File: config.mk
export PLATFORM = sky130hd
export DESIGN_NAME = wei_buf
export DESIGN_NICKNAME = d
export VERILOG_FILES = /design/src/rtl/wei_buf.sv
export SDC_FILE = /design/constraint.sdc
export NUM_CORES = 2
export LEC_CHECK = 0
export BUFFER_PORTS_ARGS = -buffer_cell sky130_fd_sc_hd__buf_2
export CAP_MARGIN = 20
export CORE_MARGIN = 2
export CORE_UTILIZATION = 50
export DETAILED_ROUTE_END_ITERATION = 16
export HOLD_SLACK_MARGIN = 0.02
export PLACE_DENSITY_LB_ADDON = 0.12
export SYNTH_ARGS = -nofsm -noshare
export SYNTH_HDL_FRONTEND = slang
export SYNTH_SLANG_ARGS = --single-unit
File: constraint.sdc
create_clock -name clk -period 3.5 [get_ports clk]
set_clock_uncertainty 0.05 [all_clocks]
set_input_delay 0.35 -clock clk [delete_from_list [all_inputs] [get_ports clk]]
set_output_delay 0.35 -clock clk [all_outputs]
set_load 0.1 [all_outputs]
File: src/rtl/wei_buf.sv
// Weight buffer: a load command fills storage from the global buffer, then the
// weight cache reads it with a one-cycle storage latency through a 2-entry output queue.
module wei_buf #(
  parameter int DATA_WIDTH     = 8,
  parameter int WEI_ADDR_WIDTH = 8
) (
  input  logic                      clk,
  input  logic                      rst,
  input  logic                      TOPWBF_CfgVld,
  input  logic [WEI_ADDR_WIDTH:0]   TOPWBF_CfgNum,
  output logic                      WBFTOP_CfgRdy,
  input  logic                      GLBWBF_DatVld,
  input  logic [DATA_WIDTH-1:0]     GLBWBF_Dat,
  output logic                      WBFGLB_DatRdy,
  input  logic                      WCAWBF_AdrVld,
  input  logic [WEI_ADDR_WIDTH-1:0] WCAWBF_Adr,
  output logic                      WBFWCA_AdrRdy,
  output logic                      WBFWCA_DatVld,
  output logic [DATA_WIDTH-1:0]     WBFWCA_Dat,
  input  logic                      WCAWBF_DatRdy,
  output logic                      WBFTOP_AdrErr
);

  localparam int DEPTH = 2 ** WEI_ADDR_WIDTH;
  localparam logic [WEI_ADDR_WIDTH:0] DEPTH_N = {1'b1, {WEI_ADDR_WIDTH{1'b0}}};

  typedef enum logic [1:0] {IDLE, LOAD, SERVE} state_e;

  state_e                  state_q, state_d;
  logic [WEI_ADDR_WIDTH:0] num_q, num_d;
  logic [WEI_ADDR_WIDTH:0] wptr_q, wptr_d;
  logic                    err_q, err_d;
  logic                    rd_vld_q, rd_vld_d;
  logic [DATA_WIDTH-1:0]   rd_dat_q, rd_dat_d;
  logic [DATA_WIDTH-1:0]   q_dat_q [2];
  logic [DATA_WIDTH-1:0]   q_dat_d [2];
  logic [1:0]              occ_q, occ_d;

  logic [DATA_WIDTH-1:0]   mem [DEPTH];

  logic                    cfg_rdy, fill_rdy, adr_rdy, dat_vld, pop, push;
  logic                    cfg_fire, fill_fire, adr_fire, adr_oob;
  logic [2:0]              pending;
  logic [WEI_ADDR_WIDTH:0] cfg_num_clamped;

  always_ff @(posedge clk) begin
    if (rst) begin
      state_q  <= IDLE;
      num_q    <= '0;
      wptr_q   <= '0;
      err_q    <= 1'b0;
      rd_vld_q <= 1'b0;
      rd_dat_q <= '0;
      occ_q    <= '0;
    end else begin
      state_q  <= state_d;
      num_q    <= num_d;
      wptr_q   <= wptr_d;
      err_q    <= err_d;
      rd_vld_q <= rd_vld_d;
      rd_dat_q <= rd_dat_d;
      occ_q    <= occ_d;
    end
  end

  always_ff @(posedge clk) begin
    q_dat_q[0] <= q_dat_d[0];
    q_dat_q[1] <= q_dat_d[1];
    if (!rst && fill_fire) mem[wptr_q[WEI_ADDR_WIDTH-1:0]] <= GLBWBF_Dat;
  end

  always_comb begin
    cfg_num_clamped = (TOPWBF_CfgNum > DEPTH_N) ? DEPTH_N : TOPWBF_CfgNum;
    adr_oob         = {1'b0, WCAWBF_Adr} >= num_q;
    state_d = state_q;
    num_d   = num_q;
    wptr_d  = wptr_q;
    err_d   = err_q;
    unique case (state_q)
      IDLE, SERVE: begin
        if (cfg_fire) begin
          wptr_d = '0;
          if (cfg_num_clamped != '0) begin
            num_d   = cfg_num_clamped;
            state_d = LOAD;
          end else begin
            state_d = SERVE;
          end
        end
      end
      LOAD: begin
        if (fill_fire) begin
          wptr_d = wptr_q + 1'b1;
          if (wptr_q == num_q - 1'b1) state_d = SERVE;
        end
      end
      default: state_d = IDLE;
    endcase
    // A read accepted alongside a new command was checked against the old size, so its error wins.
    if (cfg_fire) err_d = 1'b0;
    if (adr_fire && adr_oob) err_d = 1'b1;
  end

  always_comb begin
    dat_vld   = rd_vld_q | (occ_q != 2'd0);
    pop       = dat_vld & WCAWBF_DatRdy;
    pending   = {1'b0, occ_q} + {2'b0, rd_vld_q} - {2'b0, pop};
    cfg_rdy   = (state_q == IDLE) |
                ((state_q == SERVE) & ~rd_vld_q & (occ_q == 2'd0));
    fill_rdy  = (state_q == LOAD);
    adr_rdy   = (state_q == SERVE) & (pending < 3'd2);
    cfg_fire  = TOPWBF_CfgVld & cfg_rdy;
    fill_fire = GLBWBF_DatVld & fill_rdy;
    adr_fire  = WCAWBF_AdrVld & adr_rdy;
  end

  // In-flight data bypasses the queue when it is empty and consumed immediately.
  always_comb begin
    q_dat_d[0] = q_dat_q[0];
    q_dat_d[1] = q_dat_q[1];
    occ_d      = occ_q;
    push       = rd_vld_q & ~(pop & (occ_q == 2'd0));
    if (pop && occ_q != 2'd0) begin
      q_dat_d[0] = q_dat_q[1];
      occ_d      = occ_q - 2'd1;
    end
    if (push) begin
      q_dat_d[occ_d[0]] = rd_dat_q;
      occ_d             = occ_d + 2'd1;
    end
    rd_vld_d = adr_fire;
    rd_dat_d = rd_dat_q;
    if (adr_fire) rd_dat_d = adr_oob ? '0 : mem[WCAWBF_Adr];
  end

  assign WBFTOP_CfgRdy = cfg_rdy;
  assign WBFGLB_DatRdy = fill_rdy;
  assign WBFWCA_AdrRdy = adr_rdy;
  assign WBFWCA_DatVld = dat_vld;
  assign WBFWCA_Dat    = (occ_q != 2'd0) ? q_dat_q[0] : rd_dat_q;
  assign WBFTOP_AdrErr = err_q;

endmodule

After elaboration in Yosys (flattened, before gate mapping)
Memories as Yosys holds them, arrays and structs flattened.
Cells that the tools add are included.
{ "classes": {"add_sub_neg": 6, "n_lt_le_gt_ge": 5, "eq_ne": 6, "mux": 22, "bitwise": 14, "n_reduce_logical": 15} }
{ "ops": {"columns": ["operator", "count"], "rows": [
  ["$mux W8", 4],
  ["$mux W9", 3],
  ["$pmux W9 S2", 1],
  ["$bwmux W16", 1],
  ["$mux W16", 1],
  ["$mux W2", 6],
  ["$add A9 B1 Y9 const B", 1],
  ["$and A1 B1 Y1", 9],
  ["$eq A9 B9 Y1", 1],
  ["$ge A8 B9 Y1", 1],
  ["$gt A9 B9 Y1 const B", 1],
  ["$reduce_and A3 Y1", 3],
  ["$reduce_bool A9 Y1", 1],
  ["$sub A9 B1 Y9 const B", 1],
  ["$demux W8 S1", 1],
  ["$reduce_bool A2 Y1", 3],
  ["$logic_and A1 B1 Y1", 4],
  ["$logic_not A2 Y1", 2],
  ["$mux W1", 4],
  ["$ne A2 B1 Y1 const B", 2],
  ["$pmux W2 S2", 1],
  ["$add A2 B1 Y3", 1],
  ["$lt A3 B2 Y1 const B", 1],
  ["$sub A3 B1 Y3", 1],
  ["other kinds (12)", 14]
]} }
{ "word_totals": {"ff_bits": 32, "mem_bits_rw": 2064, "in_bits": 31, "out_inout_bits": 13, "elab_cells": 77, "mem_count": 2} }
{ "memory_table": {"columns": ["name", "depth", "width", "read_ports", "rd_clocked_by_memory_dff", "write_ports", "line", "text"], "rows": [
  ["mem", 256, 8, 1, 0, 1, "39", "logic [DATA_WIDTH-1:0] mem [DEPTH];"],
  ["q_dat_q", 2, 8, 2, 0, 2, "35", "logic [DATA_WIDTH-1:0] q_dat_q [2];"]
]} }

Logic depth before layout (Yosys ltp)
{ "depth": {"ltp_word": 12, "mapped_depth": 15, "mapped_depth_nobuf": 14} }

Worst setup path before layout
No wires, ideal clock.
{ "synth_timing": {"path_kind": "register -> register", "start": "reg occ_q[0]", "end": "reg rd_dat_q[1]", "setup_time_ns": 0.062, "arrival_ns": 6.082, "t_required_ns": 3.388, "path_slack_ns": -2.694, "stages_incl_launch_ff": 16, "path_buffers": 1, "synth_period_minus_slack_ns": 6.194, "path_cell_list": "dfxtp_1 > inv_1 > ha_1 > buf_2 > nand2b_1 > and2_1 > ha_1 > nand2b_1 > fa_1 > xor2_1 > nor3_1 > and3b_1 > and2b_2 > o31ai_1 > nor4_1 > a32o_1"} }
{ "synth_between": {"elab_chain_cells": 7, "word_cells_on_any_way": 8, "cone_classes": "2 x add/sub; 1 x order compare; 4 x bitwise; 1 x reduce/logical"} }
{ "synth_rtl": {"columns": ["element", "line", "text"], "rows": [
  ["start, declared", "37", "logic [1:0] occ_q, occ_d;"],
  ["start signal, assigned", "54", "occ_q <= '0;"],
  ["start signal, assigned", "62", "occ_q <= occ_d;"],
  ["$reduce_bool A2 Y1", "105", "dat_vld = rd_vld_q | (occ_q != 2'd0);"],
  ["$or A1 B1 Y1", "105", null],
  ["named net WBFWCA_DatVld", "18", "output logic WBFWCA_DatVld,"],
  ["$and A1 B1 Y1", "106", "pop = dat_vld & WCAWBF_DatRdy;"],
  ["$sub A3 B1 Y3", "107", "pending = {1'b0, occ_q} + {2'b0, rd_vld_q} - {2'b0, pop};"],
  ["$lt A3 B2 Y1", "111", "adr_rdy = (state_q == SERVE) & (pending < 3'd2);"],
  ["$and A1 B1 Y1", "111", null],
  ["named net WBFWCA_AdrRdy", "17", "output logic WBFWCA_AdrRdy,"],
  ["$and A1 B1 Y1", "114", "adr_fire = WCAWBF_AdrVld & adr_rdy;"],
  ["end signal, assigned", "61", "rd_dat_q <= rd_dat_d;"],
  ["end, declared", "34", "logic [DATA_WIDTH-1:0] rd_dat_q, rd_dat_d;"]
]} }
The timed path passes the listed nets, and every way through them passes these cells.
A chain may end at the register's enable or synchronous reset.

Worst setup path in the final report
{ "layout_timing": {"start": "reg occ_q[1]", "end": "out WBFWCA_AdrRdy"} }
{ "layout_between": {"elab_chain_cells": 6, "word_cells_on_any_way": 7, "cone_classes": "2 x add/sub; 1 x order compare; 3 x bitwise; 1 x reduce/logical"} }
{ "layout_rtl": {"columns": ["element", "line"], "rows": [
  ["$reduce_bool A2 Y1", "105"],
  ["$or A1 B1 Y1", "105"],
  ["$and A1 B1 Y1", "106"],
  ["$sub A3 B1 Y3 *", "107"],
  ["$lt A3 B2 Y1 *", "111"],
  ["$and A1 B1 Y1 *", "111"],
  ["end, declared", "17"]
]} }
Mark *: on every way between the ends. The rest lies on a longest branch, timed or not.

==> results.cfg <==
[outcome]
status = finished, final reports clean

[timing]
period_share_pct = 97.3
maxSlewHeadroom_pct = 9.98
tightest_slew_ns = 1.35
setup_viol_count_final = 0
max_freq_mhz = 294
whs_ns = 0.102
timing.final.crit_period_ns = 3.41
final_hold_viol_count = 0
slew_viol_final = 0

[yosys]
syn-cell-area_um2 = 83100
seq_area_frac_synth_pct = 75.3
synth-adder-area-share_pct = 0.265
synth_compound_area_share_pct = 3.99
synth_edf_count = 2056
synth_flop_cell = edfxtp_1
synth-simple-area-share_pct = 3.23
synth.avg_cell_area_um2 = 20.1
synth_top_family_by_area = multiplexers
synthMuxAreaShare_pct = 14.6
synth_cell_type_count = 78
synth_xor_xnor_area_share_pct = 0.211
yosysWarnings = 0
ys_seq_elements = 2096
postSynth.asyncResetShare_pct = 0
syn_nets = 4185
netlist_instances = 4137

[global_route]
overflow = 0
antenna_found_initial = 3
grt_pass1_vias = 43400
grt_max_degree = 140
grt.total_usage_pct = 27.1
grt_pass1_wl_um = 324000

[floorplanning]
die-width_um = 412
die_h_um = 412
dieArea_um2 = 169000
ios = 44
start_util_pct = 50.3
num_rows = 149
coreArea_um2 = 165000

[power]
p_comb_share_pct = 6.1
p_sw_uw = 11400
p_leak_uw = 0.0314
clkPwrFrac_pct = 41.0
power.density_nw_per_um2 = 544
pwr-share-seq_pct = 52.9
swShare_pct = 21.9
worst_ir_drop_vdd_v = 0.000592
finalPower_uw = 52200
intPower_uw = 40700

[finish]
final_common_cell = edfxtp_1
nNetsFinal = 4763
final_cell_mix = edfxtp_1, buf_4, mux4_2
area_growth_pct = 15.5
drive_above_1_share_pct = 27.0
fillers = 12300
final_cells = 7075

[critical_path]
end_kind = output pin
path_max_fanout = 8
crit_required_ns = 3.10
arrival_ns = 3.01
cp-start-kind = register
path_class = reg -> out

[clock_network]
clockRootBuffer = clkbuf_16
cts-buffers-inserted = 209
tritoncts = yes
cts_sinks = 2096
clock_path_buffers = 3
h-tree-depth = 4
path_clk_slew_ns = 0.06
clock_latency_ns = 0.85

[detailed_routing]
wl_met3_um = 18300
drc_errors = 0
wl_per_cell_um = 32.1
vias = 43800
wl_met1_um = 92400
drtPass1Iterations = 6
avgViaCountPerCell = 6.20
drt-initial-drc-count = 5435
top_layer = met5
wl_met2_um = 109000
drtAntennaViolNets = 0
wirelength_um = 227000

[job]
cap_violations = 0

[min_path]
holdCritPathClass = in -> reg

[placed_design]
gp_congestion = 0.867
numPortBuffers = 43
dp_hpwl_um = 146000
dp_cells = 6656
cell families (layout without fill, tap and decap cells):
group,after synthesis,in the layout
buf+inv,272,1020
compound gates,446,446
flops,2096,2096
other cells,0,1
mux,676,676
simple gates,610,610
fa+ha+maj,17,17
xor+xnor,20,20
cell type report:
cell class | instances | area, um^2 | share of cell area, %
multi-input combinational | 1769 | 18700 | 19.5
antenna | 1 | 2.50 | 0.00261
clock buffer | 270 | 5590 | 5.82
clock inverter | 111 | 886 | 0.924
timing repair buffer | 616 | 5310 | 5.54
sequential | 2096 | 62500 | 65.2
tap | 2189 | 2740 | 2.86
inverter | 23 | 93.8 | 0.0978
cell usage after synthesis (all sizes together), types with 4 or more instances:
cell type / instances / area share [%]
a2111oi: 8 / 0.092
a211oi: 24 / 0.23
a21o: 6 / 0.054
a21oi: 83 / 0.50
a221o: 33 / 0.40
a221oi: 48 / 0.60
a22o: 15 / 0.16
a22oi: 82 / 0.74
a311oi: 6 / 0.063
a31oi: 6 / 0.045
a32o: 4 / 0.048
and2: 13 / 0.10
and2b: 4 / 0.039
buf: 146 / 1.7
clkbuf: 102 / 0.55
dfxtp: 40 / 0.96
edfxtp: 2056 / 74
ha: 16 / 0.24
inv: 23 / 0.10
mux2: 22 / 0.30
mux2i: 240 / 2.9
mux4: 414 / 11
nand2: 95 / 0.43
nand2b: 20 / 0.15
nand3: 45 / 0.27
nand4: 8 / 0.060
nor2: 328 / 1.5
nor2b: 21 / 0.16
nor3: 43 / 0.27
nor3b: 7 / 0.063
nor4: 13 / 0.098
o2111ai: 4 / 0.042
o211ai: 18 / 0.16
o21ai: 47 / 0.28
o221ai: 4 / 0.042
o22ai: 22 / 0.17
o31ai: 15 / 0.14
or4: 5 / 0.045
xnor2: 8 / 0.084
xor2: 12 / 0.13
flip-flops by register name (all words and copies together), names as in the netlist, named ones only:
signal and count:
WBFTOP_AdrErr 1, mem 2048, num_q 9, occ_q 2
q_dat_q 8, rd_dat_q 8, rd_vld_q 1, state_q 2
wptr_q 9
power groups by stage:
stage	Sequential, uW	Clock [uW]	Combinational, uW
detailed placement	28100	0	3110
floorplan	28100	0	1770
global route	27600	22600	3320
CTS	27600	21700	3130
global placement	28100	0	3080
finish	27600	21400	3160
critical path, stage by stage, from the launching register on:
cell and delay, ns:
dfxtp_4 0.37, inv_4 0.07, ha_4 0.19, nand2b_4 0.08, and2_4 0.14, ha_4 0.20, nand2b_4 0.13, fa_2 0.53
nand2_2 0.06, nor3_4 0.19, buf_12 0.21
repair_timing:
item | CTS | global route
pin swaps | 0 | 2
hold endpoints to repair | 54 | 0
endpoints found under the setup margin | 2 | 4
hold buffers | 27 | 0
buffers inserted | 0 | 10
resized for setup | 4 | 7
layer usage:
layer | vias to the layer above | GRT usage (%)
met3 | 399 | 4.63
li1 | 18300 | -
met4 | 6 | 9.18
met1 | 23200 | 38.6
met2 | 1998 | 42.6
met5 | - | 0
stage by stage:
stage / worst slack (ns) / TNS (ns) / cell area (um^2) / util, %
floorplan: -0.502 / -2.57 / 83100 / -
global placement: -0.351 / -0.722 / 89000 / 54.0
detailed placement: -0.338 / -0.679 / 89000 / 54.0
CTS: -0.0344 / -0.0344 / 95800 / 58.1
global route: -0.0145 / -0.0145 / 95900 / 58.1
finish: 0.0947 / 0 / 95900 / 58.1
final timing paths:
kind	slack, ns	to	startpoint	cells after the start
worst max-delay path	0.09	WBFWCA_AdrRdy	occ_q[1]$_SDFF_PP0_	10
worst min-delay path	0.10	mem[224][3]$_DFFE_PP_	GLBWBF_Dat[3]	1
worst max register to register	0.18	rd_dat_q[1]$_SDFFE_PP0P_	occ_q[1]$_SDFF_PP0_	14
worst min register to register	0.44	WBFTOP_AdrErr$_SDFFE_PP0P_	WBFTOP_AdrErr$_SDFFE_PP0P_	2
Note: power is estimated with default switching activity, not from simulation.
